`config.mk`:
```
export PLATFORM = sky130hd
export DESIGN_NAME = ct_f_spsram_1024x64_arb_flat
export DESIGN_NICKNAME = d
export VERILOG_FILES = /design/src/rtl/ct_f_spsram_1024x64_arb_if.sv /design/src/rtl/ct_f_spsram_1024x64_arb.sv /design/src/flat_wrapper.sv
export SDC_FILE = /design/constraint.sdc
export NUM_CORES = 1
export LEC_CHECK = 0
export BUFFER_PORTS_ARGS = -buffer_cell sky130_fd_sc_hd__buf_2
export CAP_MARGIN = 20
export CELL_PAD_IN_SITES_DETAIL_PLACEMENT = 0
export CELL_PAD_IN_SITES_GLOBAL_PLACEMENT = 1
export CORE_AREA = 4 4 217 219
export CTS_CLUSTER_SIZE = 8
export DETAILED_ROUTE_END_ITERATION = 6
export DIE_AREA = 0 0 221 223
export PLACE_DENSITY_LB_ADDON = 0.1
export SLEW_MARGIN = 20
export SYNTH_ARGS = -nofsm -noshare
export SYNTH_HDL_FRONTEND = slang
export SYNTH_SLANG_ARGS = --single-unit
```
`constraint.sdc`:
```
create_clock -name CLK -period 1.6 [get_ports CLK]
set_input_delay 0.32 -clock CLK [delete_from_list [all_inputs] [get_ports CLK]]
set_output_delay 0.32 -clock CLK [all_outputs]
set_load 0.005 [all_outputs]
```
`src/rtl/ct_f_spsram_1024x64_arb_if.sv`:
```
// Bundle of requester, response and SRAM-macro signals for the two-port SRAM arbiter.
// slave = arbiter side, master = client/macro side.
interface ct_f_spsram_1024x64_arb_if #(
   parameter int ADDR_WIDTH = 10,
   parameter int DATA_WIDTH = 64
);
   // Handshake: a request transfers on a cycle where reqN_vld and reqN_rdy are both high;
   // rdy is a same-cycle grant, a read answers with a one-cycle rspN_vld pulse that cannot be stalled.
   logic                  req0_vld;
   logic                  req0_wr;
   logic [ADDR_WIDTH-1:0] req0_addr;
   logic [DATA_WIDTH-1:0] req0_wdata;
   logic [DATA_WIDTH-1:0] req0_wmask;
   logic                  req0_rdy;
   logic                  req1_vld;
   logic                  req1_wr;
   logic [ADDR_WIDTH-1:0] req1_addr;
   logic [DATA_WIDTH-1:0] req1_wdata;
   logic [DATA_WIDTH-1:0] req1_wmask;
   logic                  req1_rdy;
   logic                  rsp0_vld;
   logic                  rsp1_vld;
   logic [DATA_WIDTH-1:0] rsp_rdata;
   logic                  init_done;
   logic [ADDR_WIDTH-1:0] sram_A;
   logic                  sram_CEN;
   logic                  sram_GWEN;
   logic [DATA_WIDTH-1:0] sram_WEN;
   logic [DATA_WIDTH-1:0] sram_D;
   logic [DATA_WIDTH-1:0] sram_Q;

   modport slave (
      input  req0_vld, req0_wr, req0_addr, req0_wdata, req0_wmask,
      input  req1_vld, req1_wr, req1_addr, req1_wdata, req1_wmask,
      output req0_rdy, req1_rdy, rsp0_vld, rsp1_vld, rsp_rdata, init_done,
      output sram_A, sram_CEN, sram_GWEN, sram_WEN, sram_D,
      input  sram_Q
   );

   modport master (
      output req0_vld, req0_wr, req0_addr, req0_wdata, req0_wmask,
      output req1_vld, req1_wr, req1_addr, req1_wdata, req1_wmask,
      input  req0_rdy, req1_rdy, rsp0_vld, rsp1_vld, rsp_rdata, init_done,
      input  sram_A, sram_CEN, sram_GWEN, sram_WEN, sram_D,
      output sram_Q
   );
endinterface

```
`src/rtl/ct_f_spsram_1024x64_arb.sv`:
```
// Round-robin two-requester front end for a single-port 1024x64 SRAM with active-low strobes.
// Define CT_F_SPSRAM_ARB_INIT_EN to zero-fill the whole array after every reset.
module ct_f_spsram_1024x64_arb #(
   parameter int ADDR_WIDTH = 10,
   parameter int DATA_WIDTH = 64
) (
   input  logic CLK,
   input  logic RST,
   ct_f_spsram_1024x64_arb_if.slave bus_io,
   output logic dbg_state_o
);

   typedef enum logic {ST_INIT = 1'b0, ST_ARB = 1'b1} state_e;

`ifdef CT_F_SPSRAM_ARB_INIT_EN
   localparam state_e ST_RESET = ST_INIT;
`else
   localparam state_e ST_RESET = ST_ARB;
`endif

   state_e state_q, state_d;
   logic   last_grant_q, last_grant_d;
   logic   rsp0_q, rsp0_d;
   logic   rsp1_q, rsp1_d;
   logic   init_done_q, init_done_d;
   logic   gnt0, gnt1;

   logic                  cen, gwen;
   logic [ADDR_WIDTH-1:0] a;
   logic [DATA_WIDTH-1:0] wen, d;

`ifdef CT_F_SPSRAM_ARB_INIT_EN
   logic [ADDR_WIDTH-1:0] cnt_q, cnt_d;
`endif

   always_comb begin
      state_d      = state_q;
      last_grant_d = last_grant_q;
      init_done_d  = 1'b1;
      gnt0         = 1'b0;
      gnt1         = 1'b0;
      cen          = 1'b1;
      gwen         = 1'b1;
      wen          = '1;
      a            = '0;
      d            = '0;
`ifdef CT_F_SPSRAM_ARB_INIT_EN
      cnt_d        = cnt_q;
      init_done_d  = (state_q == ST_ARB);
`endif
      if (state_q == ST_ARB) begin
         // On a tie the requester that did not win last time goes first.
         if (bus_io.req0_vld && bus_io.req1_vld) begin
            gnt0 = last_grant_q;
            gnt1 = ~last_grant_q;
         end else begin
            gnt0 = bus_io.req0_vld;
            gnt1 = bus_io.req1_vld;
         end
         if (gnt0) begin
            cen          = 1'b0;
            a            = bus_io.req0_addr;
            last_grant_d = 1'b0;
            if (bus_io.req0_wr) begin
               gwen = 1'b0;
               wen  = ~bus_io.req0_wmask;
               d    = bus_io.req0_wdata;
            end
         end else if (gnt1) begin
            cen          = 1'b0;
            a            = bus_io.req1_addr;
            last_grant_d = 1'b1;
            if (bus_io.req1_wr) begin
               gwen = 1'b0;
               wen  = ~bus_io.req1_wmask;
               d    = bus_io.req1_wdata;
            end
         end
      end
`ifdef CT_F_SPSRAM_ARB_INIT_EN
      else begin
         cen   = 1'b0;
         gwen  = 1'b0;
         wen   = '0;
         a     = cnt_q;
         cnt_d = cnt_q + ADDR_WIDTH'(1);
         if (cnt_q == '1) state_d = ST_ARB;
      end
`endif
      // Reset is asynchronous, so the combinational strobes must go quiet with it too.
      if (RST) begin
         gnt0 = 1'b0;
         gnt1 = 1'b0;
         cen  = 1'b1;
         gwen = 1'b1;
         wen  = '1;
         a    = '0;
         d    = '0;
      end
      rsp0_d = gnt0 & ~bus_io.req0_wr;
      rsp1_d = gnt1 & ~bus_io.req1_wr;
   end

   always_ff @(posedge CLK or posedge RST) begin
      if (RST) begin
         state_q      <= ST_RESET;
         last_grant_q <= 1'b1;
         rsp0_q       <= 1'b0;
         rsp1_q       <= 1'b0;
         init_done_q  <= 1'b0;
      end else begin
         state_q      <= state_d;
         last_grant_q <= last_grant_d;
         rsp0_q       <= rsp0_d;
         rsp1_q       <= rsp1_d;
         init_done_q  <= init_done_d;
      end
   end

`ifdef CT_F_SPSRAM_ARB_INIT_EN
   always_ff @(posedge CLK or posedge RST) begin
      if (RST) cnt_q <= '0;
      else     cnt_q <= cnt_d;
   end
`endif

   assign bus_io.req0_rdy  = gnt0;
   assign bus_io.req1_rdy  = gnt1;
   assign bus_io.rsp0_vld  = rsp0_q;
   assign bus_io.rsp1_vld  = rsp1_q;
   // Macro Q is only meaningful the cycle after a read, so it is masked otherwise.
   assign bus_io.rsp_rdata = (rsp0_q | rsp1_q) ? bus_io.sram_Q : '0;
   assign bus_io.init_done = init_done_q;
   assign bus_io.sram_A    = a;
   assign bus_io.sram_CEN  = cen;
   assign bus_io.sram_GWEN = gwen;
   assign bus_io.sram_WEN  = wen;
   assign bus_io.sram_D    = d;
   assign dbg_state_o      = state_q;

endmodule

```
`src/flat_wrapper.sv`:
```
// flat-port wrapper written by rule: the top's interface ports become plain ports
module ct_f_spsram_1024x64_arb_flat 
#(
   parameter int ADDR_WIDTH = 10,
   parameter int DATA_WIDTH = 64
)
  (CLK, RST, dbg_state_o, bus_io_req0_vld, bus_io_req0_wr, bus_io_req0_addr, bus_io_req0_wdata, bus_io_req0_wmask, bus_io_req1_vld, bus_io_req1_wr, bus_io_req1_addr, bus_io_req1_wdata, bus_io_req1_wmask, bus_io_req0_rdy, bus_io_req1_rdy, bus_io_rsp0_vld, bus_io_rsp1_vld, bus_io_rsp_rdata, bus_io_init_done, bus_io_sram_A, bus_io_sram_CEN, bus_io_sram_GWEN, bus_io_sram_WEN, bus_io_sram_D, bus_io_sram_Q);
  ct_f_spsram_1024x64_arb_if #(.ADDR_WIDTH(ADDR_WIDTH), .DATA_WIDTH(DATA_WIDTH)) bus_io_i ();
  input  logic CLK;
  input  logic RST;
  output logic dbg_state_o;
  input wire logic [$bits(bus_io_i.req0_vld)-1:0] bus_io_req0_vld;
  input wire logic [$bits(bus_io_i.req0_wr)-1:0] bus_io_req0_wr;
  input wire logic [$bits(bus_io_i.req0_addr)-1:0] bus_io_req0_addr;
  input wire logic [$bits(bus_io_i.req0_wdata)-1:0] bus_io_req0_wdata;
  input wire logic [$bits(bus_io_i.req0_wmask)-1:0] bus_io_req0_wmask;
  input wire logic [$bits(bus_io_i.req1_vld)-1:0] bus_io_req1_vld;
  input wire logic [$bits(bus_io_i.req1_wr)-1:0] bus_io_req1_wr;
  input wire logic [$bits(bus_io_i.req1_addr)-1:0] bus_io_req1_addr;
  input wire logic [$bits(bus_io_i.req1_wdata)-1:0] bus_io_req1_wdata;
  input wire logic [$bits(bus_io_i.req1_wmask)-1:0] bus_io_req1_wmask;
  output wire logic [$bits(bus_io_i.req0_rdy)-1:0] bus_io_req0_rdy;
  output wire logic [$bits(bus_io_i.req1_rdy)-1:0] bus_io_req1_rdy;
  output wire logic [$bits(bus_io_i.rsp0_vld)-1:0] bus_io_rsp0_vld;
  output wire logic [$bits(bus_io_i.rsp1_vld)-1:0] bus_io_rsp1_vld;
  output wire logic [$bits(bus_io_i.rsp_rdata)-1:0] bus_io_rsp_rdata;
  output wire logic [$bits(bus_io_i.init_done)-1:0] bus_io_init_done;
  output wire logic [$bits(bus_io_i.sram_A)-1:0] bus_io_sram_A;
  output wire logic [$bits(bus_io_i.sram_CEN)-1:0] bus_io_sram_CEN;
  output wire logic [$bits(bus_io_i.sram_GWEN)-1:0] bus_io_sram_GWEN;
  output wire logic [$bits(bus_io_i.sram_WEN)-1:0] bus_io_sram_WEN;
  output wire logic [$bits(bus_io_i.sram_D)-1:0] bus_io_sram_D;
  input wire logic [$bits(bus_io_i.sram_Q)-1:0] bus_io_sram_Q;
  assign bus_io_i.req0_vld = bus_io_req0_vld;
  assign bus_io_i.req0_wr = bus_io_req0_wr;
  assign bus_io_i.req0_addr = bus_io_req0_addr;
  assign bus_io_i.req0_wdata = bus_io_req0_wdata;
  assign bus_io_i.req0_wmask = bus_io_req0_wmask;
  assign bus_io_i.req1_vld = bus_io_req1_vld;
  assign bus_io_i.req1_wr = bus_io_req1_wr;
  assign bus_io_i.req1_addr = bus_io_req1_addr;
  assign bus_io_i.req1_wdata = bus_io_req1_wdata;
  assign bus_io_i.req1_wmask = bus_io_req1_wmask;
  assign bus_io_req0_rdy = bus_io_i.req0_rdy;
  assign bus_io_req1_rdy = bus_io_i.req1_rdy;
  assign bus_io_rsp0_vld = bus_io_i.rsp0_vld;
  assign bus_io_rsp1_vld = bus_io_i.rsp1_vld;
  assign bus_io_rsp_rdata = bus_io_i.rsp_rdata;
  assign bus_io_init_done = bus_io_i.init_done;
  assign bus_io_sram_A = bus_io_i.sram_A;
  assign bus_io_sram_CEN = bus_io_i.sram_CEN;
  assign bus_io_sram_GWEN = bus_io_i.sram_GWEN;
  assign bus_io_sram_WEN = bus_io_i.sram_WEN;
  assign bus_io_sram_D = bus_io_i.sram_D;
  assign bus_io_i.sram_Q = bus_io_sram_Q;
  ct_f_spsram_1024x64_arb #(.ADDR_WIDTH(ADDR_WIDTH), .DATA_WIDTH(DATA_WIDTH)) u_core (.CLK(CLK), .RST(RST), .bus_io(bus_io_i), .dbg_state_o(dbg_state_o));
endmodule
```
* After elaboration in Yosys (flattened, before gate mapping)
Cells that the tools add are included.
** Cells by class
- Magnitude comparators :: 0
- Multiplexer cells :: 28
- Shift-type cells :: 0
- Bitwise logic cells :: 8
- Equal/unequal tests :: 0
- Multipliers :: 0
- Reduce and logical (&&, ||, !) cells :: 2
- Add/subtract/negate cells :: 0
- Div/mod/pow operators :: 0
** Operators by type and width (count)
- $mux 64 :: 11
- $not 64->64 :: 2
- $mux 10 :: 3
- $mux 1 :: 14
- $not 1->1 :: 3
- $and 1x1->1 :: 2
- $reduce_bool 2->1 :: 1
- $logic_and 1x1->1 :: 1
- $or 1x1->1 :: 1
** Word-level totals
- Memory bits (writable) :: 0
- Flip-flop bits (word level) :: 4
- Latch bits :: 0
- Word-level logic and storage cells :: 42
- Memories kept :: 0
- Bits in read-only memories :: 0
- Output and inout port bits :: 210
- Input port bits :: 346

* Longest topological paths before layout
- Depth in word-level cells :: 5
- Depth in mapped cells :: 5
- Depth with buffers taken out :: 3

* Worst setup path after synthesis
No wires, ideal clock.
- Kind :: register to output
- Start :: register u_core.last_grant_q
- End :: output bus_io_sram_D[10]
- Cell stages (with the launch flop) :: 6
- Data arrival time :: 1294 ps
- Setup slack :: -14 ps
- Data required time :: 1280 ps
- Path through :: dfstp_2 nor2b_2 nor4b_4 buf_4 buf_6 a22o_1
** Between the ends
- Cells in the longest elaborated chain, start to end :: 5
- Elaborated cells between the ends (all ways) :: 6
- Classes of those cells :: 5 x mux; 1 x bitwise
** RTL lines
- start: declaration :: RTL line ct_f_spsram_1024x64_arb.sv:22 : logic last_grant_q, last_grant_d;
- start signal: assignment :: RTL line ct_f_spsram_1024x64_arb.sv:113 : last_grant_q <= last_grant_d;
- $not 1->1 :: RTL line ct_f_spsram_1024x64_arb.sv:55 : gnt1 = ~last_grant_q;
- $mux 1 :: RTL line ct_f_spsram_1024x64_arb.sv:53 : if (bus_io.req0_vld && bus_io.req1_vld) begin
- $mux 64 :: RTL line ct_f_spsram_1024x64_arb.sv:69 : end else if (gnt1) begin
- $mux 64 * :: RTL line ct_f_spsram_1024x64_arb.sv:60 : if (gnt0) begin
- $mux 64 * :: RTL line ct_f_spsram_1024x64_arb.sv:91 : if (RST) begin
- end: declaration :: RTL line flat_wrapper.sv:32 : output wire logic [$bits(bus_io_i.sram_D)-1:0] bus_io_sram_D;
Mark *: on every way between the ends. The rest lies on a longest branch, timed or not.

* Final worst setup path
- Start :: register u_core.last_grant_q
- End :: output bus_io_sram_WEN[10]
** Between the ends
- Cells in the longest elaborated chain, start to end :: 5
- Elaborated cells between the ends (all ways) :: 6
- Classes of those cells :: 5 x mux; 1 x bitwise
** RTL lines
- $not 1->1 :: RTL line ct_f_spsram_1024x64_arb.sv:55
- $mux 1 :: RTL line ct_f_spsram_1024x64_arb.sv:53
- $mux 64 :: RTL line ct_f_spsram_1024x64_arb.sv:69
- $mux 64 * :: RTL line ct_f_spsram_1024x64_arb.sv:60
- $mux 64 * :: RTL line ct_f_spsram_1024x64_arb.sv:91
- end: declaration :: RTL line flat_wrapper.sv:31 : output wire logic [$bits(bus_io_i.sram_WEN)-1:0] bus_io_sram_WEN;
Marked as above.

==> flow_summary.rst <==
.. list-table::
   :header-rows: 1

   * - Metric
     - Value
   * - Status
     - finished, violations left
   * - Violations in the final reports
     - setup timing
   * - Number of buffers created by CTS
     - 3
   * - Crit. Startpoint
     - u_core.last_grant_q
   * - Detailed placer's ending HPWL
     - 22700 um
   * - Int Pwr
     - roughly 1.2 mW
   * - CP Buf/Inv Count
     - 5
   * - Antenna violation net count after detailed routing
     - 0
   * - Cell at the root of the clock tree
     - sky130_fd_sc_hd__clkbuf_16
   * - Netlist area before placement
     - a little under 2000 um^2
   * - Post-synth cell types
     - 21
   * - Hold Path Class
     - in2async
   * - Worst Setup Start Kind
     - flip-flop
   * - Mean cell area of the mapped netlist
     - ~7.6 um^2
   * - Residual overflow from global routing
     - 0
   * - Setup-violating endpoint count in the final report
     - roughly 140
   * - Clk pwr share
     - 0.210
   * - Chip width
     - ~220 um
   * - H-Tree Level Count
     - 1
   * - Sequential cell fraction of total power
     - 0.063
   * - Routed vias/inst
     - about 3.2
   * - Setup clock skew after layout
     - between 0.002 and 0.003 ns
   * - Maximum number of buffers from clock root to sink
     - 2
   * - Arrival time at the worst endpoint
     - ~1.8 ns
   * - Top_reg_cell synth
     - sky130_fd_sc_hd__dfrtp_1
   * - Share of flip-flops with an asynchronous set or reset
     - 1.00
   * - Total Power Consumption
     - between 1.5 and 2 mW
   * - Seq cells post-synth
     - 4
   * - Number of hold-repair buffers added at the cts stage
     - 0
   * - Initial detailed-routing violation count
     - 176
   * - Fin crit period
     - ~2.2 ns
   * - Crit path setup slack, layout
     - -0.563 ns
   * - Met1 WL
     - 9090 um
   * - Ratio of final minimum period to clock period
     - 1.35
   * - Number of flops mapped to enable cells by yosys
     - 0
   * - Final hold violations
     - 0
   * - Placed Instances
     - roughly 1400
   * - Required time reported for the critical path endpoint
     - ~1.3 ns
   * - Yosys top cell area share
     - 0.331
   * - Top area cells in the synthesized netlist
     - sky130_fd_sc_hd__a22o_1 33%, sky130_fd_sc_hd__a22oi_1 25%, sky130_fd_sc_hd__nor2b_1 21%
   * - Maximum number of pins on one net before global-route repair
     - 42
   * - Top-Level Pins
     - approximately 560
   * - Area growth syn-to-layout
     - 214%
   * - Final Instance Area
     - around 6000 um^2
   * - Vias in the first global route
     - 4610
   * - CP Max Fanout
     - 6
   * - Aggregate routed wire length
     - 26300 um
   * - Antenna violations before repair
     - 4
   * - Remaining design rule violation count
     - 0
   * - Part of the Yosys area used for sequential elements
     - 0.0518
   * - Syn Inst Count
     - around 260
   * - Clock slew at reported path FFs
     - 0.03 ns
   * - R2R Path Start
     - u_core.last_grant_q
   * - Number of clock sinks
     - 4
   * - Timing-limited maximum frequency
     - 462 MHz
   * - Hold Worst Slack
     - 0.123 ns
   * - Amount of wire on met2 after detailed routing
     - 14900 um
   * - Share of the core filled with cells in the final layout
     - 0.136
   * - Largest delay share family, worst path
     - buffers and inverters
   * - Port Buf Inserts
     - roughly 550
   * - Worst ir drop on vdd
     - 0.244 mV
   * - Power density of the placed cells
     - 309 nW/um^2
   * - Highest Signal Layer
     - met4
   * - Global placement routability congestion
     - about 0.87
   * - Detailed-route wire length per cell
     - roughly 18 um
   * - Ordered list of cells on the worst path
     - nor2b_4 -> nor4b_4 -> buf_4 -> buf_12 -> buf_12 -> buf_12 -> a22oi_1 -> buf_2
   * - Number of max-capacitance violations reported
     - 0
   * - Pre-antenna DRT Iters
     - 5
   * - Global-route wire length before repair
     - 34800 um
   * - Clock tree from TritonCTS
     - built
   * - Fill cells
     - ~5300
   * - Count of yosys warnings during synthesis
     - 0
   * - Longest individual stage delay on the worst path
     - 0.56 ns
   * - Final non-filler cell total
     - around 1400
   * - Met3 layer wire length in the routed design
     - ~2200 um
   * - Leading area contributor after synthesis
     - sky130_fd_sc_hd__a22o_1
   * - Final Max Slew Viols
     - 0
   * - WS Path Type
     - reg2out
   * - Area of placed instances
     - 5680 um^2
   * - Area of the core
     - 45100 um^2
   * - Global-route usage over all layers
     - 0.0941
   * - Initial cell density of the core
     - 0.0434
   * - Proportion of power drawn by combinational gates
     - 0.727
   * - Post-layout net count
     - 1175
   * - Psw
     - between 600 and 700 uW
   * - List of most frequent post-synthesis cells
     - 74 x sky130_fd_sc_hd__a22o_1, 65 x sky130_fd_sc_hd__nor2b_1, 64 x sky130_fd_sc_hd__a22oi_1
   * - Leakage Power
     - approximately 3.2 nW
   * - Layout cell share with drive strength beyond 1
     - 0.760
   * - Sort of element at the end of the critical path
     - output pin
   * - RSZ-0062 raised after global routing
     - yes
   * - Insertion delay to the later sink of the worst-skew pair
     - 0.22 ns
   * - Switching part of the total
     - 0.355
   * - Crit path max-delay cell type
     - sky130_fd_sc_hd__dfstp_2
   * - Site Rows
     - 78
   * - Overall die area
     - roughly 49000 um^2
   * - Library cell with the highest instance count after synthesis
     - sky130_fd_sc_hd__a22o_1
   * - Cell repeated most along the worst path
     - sky130_fd_sc_hd__buf_12
   * - Die extent in y
     - around 220 um
   * - Detailed-route via count
     - between 4000 and 5000
[power by group through the flow]
| stage | combinational, mW | clock, mW | sequential [mW] |
|---|---|---|---|
| global route | 1.51 | 0.420 | 0.120 |
| global placement | 1.32 | 0 | 0.118 |
| finish | 1.38 | 0.399 | 0.119 |
| floorplan | 0.397 | 0 | 0.117 |
| CTS | 1.34 | 0.406 | 0.118 |
| detailed placement | 1.29 | 0 | 0.118 |
[timing repair]
item / 4_1_cts / 5_1_grt
pin swaps: 3 / 20
buffers inserted: 4 / 3
gates cloned: 3 / 5
endpoints found under the setup margin: 141 / 167
resized for setup: 15 / 25
[worst reg2reg max path: cells and delay by family (launching register included)]
| family | cells | cell delay, ns |
|---|---|---|
| buf+inv | 2 | 0.29 |
| simple gates | 3 | 0.39 |
| flops | 1 | 0.56 |
[sequential cells by signal (all words and copies together) (netlist names)]
name and cells:
u_core.bus_io.rsp1_vld 1, u_core.bus_io.rsp0_vld 1, u_core.last_grant_q 1, u_core.bus_io.init_done 1
[cell type report]
type / count / area (um^2) / share of cell area
repair buffers: 601 / 3450 / 0.561
multi-input cells: 217 / 1750 / 0.285
well taps: 600 / 751 / 0.122
flip-flops and latches: 4 / 101 / 0.0165
diodes: 4 / 10.0 / 0.00163
clock buffers: 4 / 78.8 / 0.0128
inverters: 2 / 7.51 / 0.00122
[kinds of logic (layout without fill, tap and decap cells)]
| family | Yosys count | in the layout | share of synthesized area |
|---|---|---|---|
| compound gates | 140 | 140 | 0.583 |
| buf+inv | 39 | 607 | 0.120 |
| flops | 4 | 4 | 0.0518 |
| other cells | 1 | 6 | 0.00192 |
| simple gates | 74 | 75 | 0.243 |
[metrics by stage]
stage	setup TNS [ns]	worst slack (ns)
final	-68.67	-0.563
after global routing	-81.33	-0.645
after CTS	-79.85	-0.646
after detailed placement	-50.98	-0.443
after global placement	-51.63	-0.451
after floorplan	-0.945	-0.0144
[placed cells by master (no fill, tap or decap)]
| master | netlist | layout |
|---|---|---|
| sky130_fd_sc_hd__clkbuf_16 | 0 | 7 |
| sky130_fd_sc_hd__a22o_1 | 74 | 74 |
| sky130_fd_sc_hd__buf_12 | 0 | 14 |
| sky130_fd_sc_hd__and3_4 | 0 | 2 |
| sky130_fd_sc_hd__buf_2 | 17 | 552 |
| sky130_fd_sc_hd__and4_4 | 0 | 1 |
| sky130_fd_sc_hd__nor2b_4 | 0 | 1 |
| sky130_fd_sc_hd__dfstp_2 | 1 | 1 |
| sky130_fd_sc_hd__a22oi_1 | 64 | 48 |
| sky130_fd_sc_hd__nand2_1 | 1 | 1 |
| sky130_fd_sc_hd__nor2b_2 | 1 | 1 |
| sky130_fd_sc_hd__nor2b_1 | 65 | 64 |
| sky130_fd_sc_hd__inv_1 | 2 | 2 |
| sky130_fd_sc_hd__conb_1 | 1 | 2 |
| sky130_fd_sc_hd__nor2_1 | 2 | 1 |
| sky130_fd_sc_hd__clkbuf_1 | 7 | 1 |
| sky130_fd_sc_hd__dfrtp_1 | 3 | 3 |
| sky130_fd_sc_hd__a22oi_2 | 0 | 16 |
| sky130_fd_sc_hd__nor4b_4 | 1 | 1 |
| sky130_fd_sc_hd__nor2_4 | 0 | 1 |
| sky130_fd_sc_hd__o21a_1 | 1 | 1 |
| sky130_fd_sc_hd__nor4_1 | 1 | 1 |
| sky130_fd_sc_hd__buf_4 | 8 | 20 |
| sky130_fd_sc_hd__o21ai_0 | 1 | 1 |
| sky130_fd_sc_hd__buf_6 | 5 | 9 |
| sky130_fd_sc_hd__nor3_4 | 0 | 1 |
| sky130_fd_sc_hd__buf_16 | 0 | 2 |
| sky130_fd_sc_hd__diode_2 | 0 | 4 |
[final timing paths]
path                                     endpoint  slack, ns  cells after the start
setup reg to reg           u_core.bus_io.rsp1_vld       0.25                      5
max in group asynchronous     u_core.last_grant_q       1.27                      3
hold / removal             u_core.bus_io.rsp0_vld       0.12                      3
setup / recovery              bus_io_sram_WEN[10]      -0.56                      8
hold reg to reg               u_core.last_grant_q       0.57                      1
min in group CLK           u_core.bus_io.rsp1_vld       0.28                      2
[routing by layer]
metal  vias to the layer above  track usage
met5                         -            0
met2                       279        0.188
li1                       2167            -
met1                      2096       0.0995
met4                         0       0.0123
met3                         8       0.0268
No activity file was read; power rests on OpenSTA's default activity.
